--- src/rtl/axi_pkg.sv ---
// Shared AXI read-path definitions used by the read arbiter.
//   - arb_state_e : arbiter FSM states
//   - ar_bus_t    : packed AR channel fields (id, addr, len, size, burst,
//                   lock, cache, prot) at the default ID/address widths
//   - AXI_BURST_WRAP, AXI_SIZE_8B : common encodings
package axi_pkg;

    localparam int AXI_ID_WIDTH   = 13;
    localparam int AXI_ADDR_WIDTH = 64;
    localparam int AXI_DATA_WIDTH = 64;

    localparam logic [1:0] AXI_BURST_WRAP = 2'h2;
    localparam logic [2:0] AXI_SIZE_8B    = 3'h3;

    typedef enum logic [1:0] {
        IDLE = 2'd0,
        ADDR = 2'd1,
        DATA = 2'd2
    } arb_state_e;

    typedef struct packed {
        logic [AXI_ID_WIDTH-1:0]   id;
        logic [AXI_ADDR_WIDTH-1:0] addr;
        logic [7:0]                len;
        logic [2:0]                size;
        logic [1:0]                burst;
        logic                      lock;
        logic [3:0]                cache;
        logic [2:0]                prot;
    } ar_bus_t;

endpackage

--- src/rtl/rr_arbiter2.sv ---
// Two-requester round-robin pick (purely combinational).
//   req[1:0]   : request vector (bit n = requester n)
//   last_grant : requester that owned the previous burst
//   grant      : index of the chosen requester; only meaningful when req != 0
module rr_arbiter2
    import axi_pkg::*;
(
    input  logic [1:0] req,
    input  logic       last_grant,
    output logic       grant
);

    always_comb begin
        grant = last_grant;
        case (req)
            2'b01:   grant = 1'b0;
            2'b10:   grant = 1'b1;
            // contention: hand it to whoever did not have it last time
            2'b11:   grant = ~last_grant;
            default: grant = last_grant;
        endcase
    end

endmodule

--- src/rtl/axi_read_arbiter.sv ---
// Shares one AXI4 read master (AR + R) between requester 0 (instruction
// cache) and requester 1 (data cache). One burst in flight at a time,
// round-robin between the two.
//   clk, reset        : clock, synchronous active-high reset
//   s0_axi_ar* / r*   : requester 0 read channels
//   s1_axi_ar* / r*   : requester 1 read channels
//   m_axi_ar* / r*    : memory-side read master
//   err_rlast         : sticky, rlast seen on a beat count other than arlen+1
// R payload is broadcast to both requesters; only the owner sees rvalid.
//
// state | meaning
// IDLE  | no owner; arbitrate pending arvalids
// ADDR  | owner's AR forwarded to memory, waiting for m_axi_arready
// DATA  | R beats steered to the owner until rlast
module axi_read_arbiter
    import axi_pkg::*;
#(
    // ar_bus_t is built at the package widths, so these should stay at
    // their defaults unless the package is changed to match.
    parameter int ID_WIDTH   = AXI_ID_WIDTH,
    parameter int ADDR_WIDTH = AXI_ADDR_WIDTH,
    parameter int DATA_WIDTH = AXI_DATA_WIDTH
) (
    input  logic                  clk,
    input  logic                  reset,

    input  logic [ID_WIDTH-1:0]   s0_axi_arid,
    input  logic [ADDR_WIDTH-1:0] s0_axi_araddr,
    input  logic [7:0]            s0_axi_arlen,
    input  logic [2:0]            s0_axi_arsize,
    input  logic [1:0]            s0_axi_arburst,
    input  logic                  s0_axi_arlock,
    input  logic [3:0]            s0_axi_arcache,
    input  logic [2:0]            s0_axi_arprot,
    input  logic                  s0_axi_arvalid,
    output logic                  s0_axi_arready,
    output logic [ID_WIDTH-1:0]   s0_axi_rid,
    output logic [DATA_WIDTH-1:0] s0_axi_rdata,
    output logic [1:0]            s0_axi_rresp,
    output logic                  s0_axi_rlast,
    output logic                  s0_axi_rvalid,
    input  logic                  s0_axi_rready,

    input  logic [ID_WIDTH-1:0]   s1_axi_arid,
    input  logic [ADDR_WIDTH-1:0] s1_axi_araddr,
    input  logic [7:0]            s1_axi_arlen,
    input  logic [2:0]            s1_axi_arsize,
    input  logic [1:0]            s1_axi_arburst,
    input  logic                  s1_axi_arlock,
    input  logic [3:0]            s1_axi_arcache,
    input  logic [2:0]            s1_axi_arprot,
    input  logic                  s1_axi_arvalid,
    output logic                  s1_axi_arready,
    output logic [ID_WIDTH-1:0]   s1_axi_rid,
    output logic [DATA_WIDTH-1:0] s1_axi_rdata,
    output logic [1:0]            s1_axi_rresp,
    output logic                  s1_axi_rlast,
    output logic                  s1_axi_rvalid,
    input  logic                  s1_axi_rready,

    output logic [ID_WIDTH-1:0]   m_axi_arid,
    output logic [ADDR_WIDTH-1:0] m_axi_araddr,
    output logic [7:0]            m_axi_arlen,
    output logic [2:0]            m_axi_arsize,
    output logic [1:0]            m_axi_arburst,
    output logic                  m_axi_arlock,
    output logic [3:0]            m_axi_arcache,
    output logic [2:0]            m_axi_arprot,
    output logic                  m_axi_arvalid,
    input  logic                  m_axi_arready,
    input  logic [ID_WIDTH-1:0]   m_axi_rid,
    input  logic [DATA_WIDTH-1:0] m_axi_rdata,
    input  logic [1:0]            m_axi_rresp,
    input  logic                  m_axi_rlast,
    input  logic                  m_axi_rvalid,
    output logic                  m_axi_rready,

    output logic                  err_rlast
);

    arb_state_e state, state_nx;
    logic       owner, owner_nx;
    logic       last_grant, last_grant_nx;
    logic [7:0] beat_cnt, beat_cnt_nx;
    logic [7:0] len_q, len_q_nx;
    logic       err, err_nx;

    logic       grant;
    logic       own_arvalid;
    logic       own_rready;
    logic       r_beat;
    ar_bus_t    s0_ar, s1_ar, own_ar;

    assign s0_ar = '{id: s0_axi_arid, addr: s0_axi_araddr, len: s0_axi_arlen,
                     size: s0_axi_arsize, burst: s0_axi_arburst, lock: s0_axi_arlock,
                     cache: s0_axi_arcache, prot: s0_axi_arprot};
    assign s1_ar = '{id: s1_axi_arid, addr: s1_axi_araddr, len: s1_axi_arlen,
                     size: s1_axi_arsize, burst: s1_axi_arburst, lock: s1_axi_arlock,
                     cache: s1_axi_arcache, prot: s1_axi_arprot};

    assign own_ar      = owner ? s1_ar : s0_ar;
    assign own_arvalid = owner ? s1_axi_arvalid : s0_axi_arvalid;
    assign own_rready  = owner ? s1_axi_rready  : s0_axi_rready;

    rr_arbiter2 u_rr (
        .req        ({s1_axi_arvalid, s0_axi_arvalid}),
        .last_grant (last_grant),
        .grant      (grant)
    );

    // AR fields follow the owner at all times; only arvalid is qualified.
    assign m_axi_arid    = own_ar.id;
    assign m_axi_araddr  = own_ar.addr;
    assign m_axi_arlen   = own_ar.len;
    assign m_axi_arsize  = own_ar.size;
    assign m_axi_arburst = own_ar.burst;
    assign m_axi_arlock  = own_ar.lock;
    assign m_axi_arcache = own_ar.cache;
    assign m_axi_arprot  = own_ar.prot;

    assign s0_axi_rid   = m_axi_rid;
    assign s0_axi_rdata = m_axi_rdata;
    assign s0_axi_rresp = m_axi_rresp;
    assign s0_axi_rlast = m_axi_rlast;
    assign s1_axi_rid   = m_axi_rid;
    assign s1_axi_rdata = m_axi_rdata;
    assign s1_axi_rresp = m_axi_rresp;
    assign s1_axi_rlast = m_axi_rlast;

    assign r_beat    = m_axi_rvalid & m_axi_rready;
    assign err_rlast = err;

    always_ff @(posedge clk) begin
        if (reset) begin
            state      <= IDLE;
            owner      <= 1'b0;
            last_grant <= 1'b1;
            beat_cnt   <= 8'd0;
            len_q      <= 8'd0;
            err        <= 1'b0;
        end else begin
            state      <= state_nx;
            owner      <= owner_nx;
            last_grant <= last_grant_nx;
            beat_cnt   <= beat_cnt_nx;
            len_q      <= len_q_nx;
            err        <= err_nx;
        end
    end

    always_comb begin
        state_nx       = state;
        owner_nx       = owner;
        last_grant_nx  = last_grant;
        beat_cnt_nx    = beat_cnt;
        len_q_nx       = len_q;
        err_nx         = err;
        m_axi_arvalid  = 1'b0;
        s0_axi_arready = 1'b0;
        s1_axi_arready = 1'b0;
        m_axi_rready   = 1'b0;
        s0_axi_rvalid  = 1'b0;
        s1_axi_rvalid  = 1'b0;

        case (state)
            IDLE: begin
                if (s0_axi_arvalid | s1_axi_arvalid) begin
                    owner_nx    = grant;
                    beat_cnt_nx = 8'd0;
                    state_nx    = ADDR;
                end
            end

            ADDR: begin
                m_axi_arvalid  = own_arvalid;
                s0_axi_arready = ~owner & m_axi_arready;
                s1_axi_arready =  owner & m_axi_arready;
                if (own_arvalid & m_axi_arready) begin
                    len_q_nx = own_ar.len;
                    state_nx = DATA;
                end
            end

            DATA: begin
                m_axi_rready  = own_rready;
                s0_axi_rvalid = ~owner & m_axi_rvalid;
                s1_axi_rvalid =  owner & m_axi_rvalid;
                if (r_beat) begin
                    // 8-bit wrap is intended: arlen=255 ends at beat_cnt=255
                    beat_cnt_nx = beat_cnt + 8'd1;
                    if (m_axi_rlast) begin
                        if (beat_cnt != len_q) begin
                            err_nx = 1'b1;
                        end
                        last_grant_nx = owner;
                        state_nx      = IDLE;
                    end
                end
            end

            default: state_nx = IDLE;
        endcase
    end

endmodule

--- config.mk ---
export PLATFORM = sky130hd
export DESIGN_NAME = axi_read_arbiter
export DESIGN_NICKNAME = d
export VERILOG_FILES = /design/src/rtl/axi_pkg.sv /design/src/rtl/rr_arbiter2.sv /design/src/rtl/axi_read_arbiter.sv
export SDC_FILE = /design/constraint.sdc
export NUM_CORES = 1
export LEC_CHECK = 0
export CAP_MARGIN = 20
export CORE_AREA = 2 2 214 216
export DETAILED_ROUTE_END_ITERATION = 7
export DIE_AREA = 0 0 216 218
export PLACE_DENSITY = 0.42
export SLEW_MARGIN = 40
export SYNTH_ARGS = -nofsm -noshare
export SYNTH_HDL_FRONTEND = slang
export SYNTH_SLANG_ARGS = --single-unit
--- constraint.sdc ---
create_clock -name clk -period 1.7 [get_ports clk]
set_clock_uncertainty 0.1 [all_clocks]
set_input_delay 0.255 -clock clk [delete_from_list [all_inputs] [get_ports clk]]
set_output_delay 0.255 -clock clk [all_outputs]
set_load 0.01 [all_outputs]
Word level (Yosys, flattened, before mapping)
Index checks and enable logic that the tools add are counted.

cells by class
  add/sub/neg operators = 1
  equality and inequality tests = 10
  multiplexer cells = 18
  bitwise gates (word level) = 9
  reductions and logical operators = 8

operators by type and width
  operator                                        number
  two-way mux 98 bit                              1
  two-way mux 8 bit                               2
  one-hot mux 8 bit (2 select lines)              1
  adder 8 x 1 -> 8 bit (second input constant)    1
  two-way mux 1 bit                               8
  two-way mux 2 bit                               4
  != test 2 bit (second input constant)           4
  != test 8 bit                                   1
  AND reduction 4 bit                             2
  bitwise AND 1 bit                               6
  == test 2 bit (second input constant)           3
  one-hot mux 2 bit (3 select lines)              1
  AND reduction 3 bit                             2
  == test 2 x 1 -> 1 bit (second input constant)  2
  AND reduction 2 bit                             2
  one-hot mux 1 bit (3 select lines)              1
  logical NOT 2 bit                               1
  inverter 1 bit                                  2
  nonzero test 2 bit                              1
  OR 1 bit                                        1

storage, ports and cells
  register bits after elaboration = 21
  input port bits = 284
  output and inout bits = 265
  word-level logic and storage cells = 52

Longest topological paths before layout
Gate-level depths: netlist of the first run.

  depth after elaboration = 5
  depth in mapped cells = 5
  mapped depth without buffers = 5

By module
Synthesis of the first run repeated with hierarchy kept, for this count alone.

unflattened totals
  cell total of the unflattened synthesis = 395
  area total of the unflattened synthesis = 3477.1 µm²

by module, submodules not included
  module            times used  cells each  area each (µm²)  sequential area each (µm²)
  axi_read_arbiter  1           393         3463.3           420.4
  rr_arbiter2       1           2           13.8             0.0

Worst setup path before layout of the first run
No wires, ideal clock.

  kind = register to output
  start point = reg owner
  end point = out m_axi_araddr[20]
  arrival = 1.332 ns
  data required time = 1.345 ns
  slack = 0.013 ns
  cell stages (with the launch flop) = 5
  buffers on the path = 3
  cell sequence = dfxtp_1 -> buf_2 -> clkbuf_1 -> buf_2 -> mux2_2

between the ends
  cells in the longest elaborated chain, start to end = 1

RTL lines
  element                   line                     RTL
  start: declaration        axi_read_arbiter.sv:82   logic owner, owner_nx;
  start signal: assignment  axi_read_arbiter.sv:143  owner <= owner_nx;
  two-way mux 98 bit        axi_read_arbiter.sv:101  assign own_ar = owner ? s1_ar : s0_ar;
  end: declaration          axi_read_arbiter.sv:62   output logic [ADDR_WIDTH-1:0] m_axi_araddr,

Every way passes these cells.

Worst setup path in the final report of the first run
  start point = reg owner
  end point = out m_axi_araddr[2]

The elaborated chain is that of the path after synthesis.

==> impl_metrics.json, run 1 <==
{
  "clk_transition_reported_paths_ns": 0.06,
  "num_vias": 3549,
  "first_pass_iters": 4,
  "cts.sinks": 21,
  "p_leak_nw": 2.83,
  "rsz0062_at_grt": "true",
  "postCtsHoldBufs": 0,
  "violations": "negative setup slack",
  "reg2reg_depth": 8,
  "postPlaceCellArea_um2": 6460,
  "syn-cell-area_um2": 3400,
  "status": "complete, but fails checks",
  "syn_inst": 394,
  "diodes": 0,
  "slew_violations": 0,
  "startpoint": "owner",
  "clockBufferDepth": 2,
  "start_util_pct": 7.57,
  "cp_num_buf_inv": 6,
  "grt_pass1_wl_um": 25000,
  "ios": 549,
  "setup_viol": 119,
  "synth_flop_cell": "dfxtp_1",
  "port_buffers": 311,
  "row_count": 78,
  "grt_usage_pct": 7.15,
  "drc": 0,
  "cp-start-kind": "flop",
  "worstPathCellList": "buf_12 -> buf_6 -> buf_6 -> buf_6 -> buf_8 -> mux2_4 -> buf_6",
  "layout_common_cells": "clkdlybuf4s50_1, buf_6, mux2_2",
  "maxCapViolCount": 0,
  "ys_types": 35,
  "core-area_um2": 44900,
  "gp_congestion": 0.726,
  "p_per_area_nw_per_um2": 389,
  "grt_pass1_vias": 3986,
  "min_from": "last_grant",
  "cts_tree": "built",
  "reg2reg_to": "beat_cnt[6]",
  "cp_common_cell": "buf_6",
  "cpPeakStageDelay_ns": 0.37,
  "synth_area_per_cell_um2": 8.63,
  "cts_root_buffer": "clkbuf_16",
  "end_kind": "primary output",
  "hold_class": "flop to flop",
  "dp_hpwl_um": 14700,
  "ir_drop_mv": 0.349,
  "cp_num_cells": 7,
  "fin_total_pwr_w": 0.00279,
  "ys_seq_elements": 21,
  "worstMarginPinSlew_ns": 0.413,
  "crit_end": "m_axi_araddr[2]",
  "final_area_um2": 7170,
  "area_growth_pct": 111,
  "routed_wl_um": 17800,
  "drive_above_1_share_pct": 47.5,
  "syn_nets": 679,
  "crit_required_ns": 1.34,
  "overflow": 0,
  "final_common_cell": "clkdlybuf4s50_1",
  "grt_max_degree": 17,
  "grt_antenna_before_repair": 6,
  "wire_per_inst_um": 14.6,
  "viasPerCell": 2.90,
  "yosys_warnings": 0,
  "clock_latency_ns": 0.25,
  "fin_crit_sh_pct": 116,
  "drtAntennaViolNets": 0,
  "crit_type": "flop to primary output",
  "fin_ws_ns": -0.276,
  "finalHoldViolCount": 0,
  "htreeDepth": 1,
  "synth-edff-count": 0,
  "critPathArrivalTime_ns": 1.62,
  "die_x_um": 216,
  "ys_seq_area_share_pct": 12.4,
  "r2r-start": "owner",
  "die_h_um": 218,
  "nets": 911,
  "cp_top_family": "buffers and inverters",
  "max_freq_mhz": 506,
  "critPathSlowestCell": "dfxtp_4",
  "maxSlewHeadroom_pct": 72.1,
  "drtIter0Drc": 66,
  "period_needed_ns": 1.98,
  "worst-path-max-fanout": 6,
  "rrSetupSlack_ns": -0.18,
  "tns_ns": -17.24,
  "cts_buffers": 3,
  "synthArstFlopShare_pct": 0,
  "die_area_um2": 47100
}
==> per-layer routing <==
metal	global-route usage (%)	vias up	share of wire [%]
li1	-	1644	-
met2	13.7	333	51
met3	3.04	27	12
met1	7.44	1543	36
met4	0.616	2	0.82
met5	0	-	0.10
==> registers in the layout, summed over array words and instances (netlist names) <==
name	count
beat_cnt	8
len_q	8
state	2
err_rlast	1
last_grant	1
owner	1
==> final cells by class <==
class | count | area, um^2
Sequential cell | 21 | 424
Tap cell | 600 | 751
Fill cell | 5118 | 37700
Clock buffer | 3 | 75.1
Inverter | 4 | 27.5
Timing Repair Buffer | 405 | 3970
Clock inverter | 1 | 5.00
Multi-Input combinational cell | 191 | 1920
==> where the power goes <==
part           leakage, nW  internal (W)  switching [W]
Sequential           0.171      0.000509      0.0000174
Clock               0.0409      0.000316       0.000187
Combinational         2.62       0.00117       0.000594
Total                 2.83       0.00199       0.000798
==> worst min path at each step <==
stage | endpoint | cells after the start
2_1_floorplan | owner | 2
3_3_place_gp | last_grant | 2
3_5_place_dp | last_grant | 2
4_1_cts | s0_axi_rdata[17] | 0
5_1_grt | s0_axi_rdata[54] | 0
6_report | last_grant | 2
==> repair_timing <==
item,in CTS,in global routing
setup buffers,37,7
setup endpoints to repair,114,123
pin swaps,9,15
gates cloned,3,0
resized for setup,352,111
==> tightest hold or removal path: cells and delay by family, from the launching register on <==
kind / cells / cell delay [ns]
flip-flops: 1 / 0.32
AO/OA/AOI/OAI: 1 / 0.07
AND/OR/NAND/NOR: 1 / 0.05
==> cell usage after synthesis (all sizes together), types with 2 or more instances <==
cell type | n | area, um^2
or4 | 2 | 15.0
o311ai | 2 | 17.5
nor4 | 2 | 12.5
nor2 | 18 | 67.6
and2 | 4 | 27.5
clkbuf | 6 | 22.5
inv | 4 | 15.0
a21oi | 5 | 25.0
nor3 | 18 | 90.1
nand3 | 5 | 25.0
buf | 172 | 1270
nand2 | 6 | 30.0
nand4 | 4 | 25.0
mux2 | 99 | 1120
xor2 | 12 | 105
dfxtp | 21 | 420
==> metrics by stage <==
stage,hold WS [ns],std cells,util [%],setup WS [ns]
2_1_floorplan,0.320,394,-,0.0128
3_3_place_gp,0.391,1183,14.4,-0.534
3_5_place_dp,0.407,1183,14.4,-0.512
4_1_cts,0.410,1224,15.7,-0.379
5_1_grt,0.410,1225,16.0,-0.322
6_report,0.397,1225,16.0,-0.276
==> logic make-up (layout without fill, tap and decap cells) <==
family | Yosys count | in the layout | share of synthesized area [%]
adder cells (fa/ha/maj) | 1 | 1 | 0.368
buffers and inverters | 182 | 413 | 38.4
multiplexers | 100 | 100 | 33.2
AND/OR/NAND/NOR | 65 | 65 | 9.94
AO/OA/AOI/OAI | 13 | 13 | 2.61
XOR/XNOR | 12 | 12 | 3.09
flip-flops | 21 | 21 | 12.4
(Power assumes the default switching activity.)
==> run 2, diff against run 1 <==
RECOVER_POWER = 25   (was default)
==> results of run 2 <==
The final DEF is identical to that of run 1; final timing and power are the same.
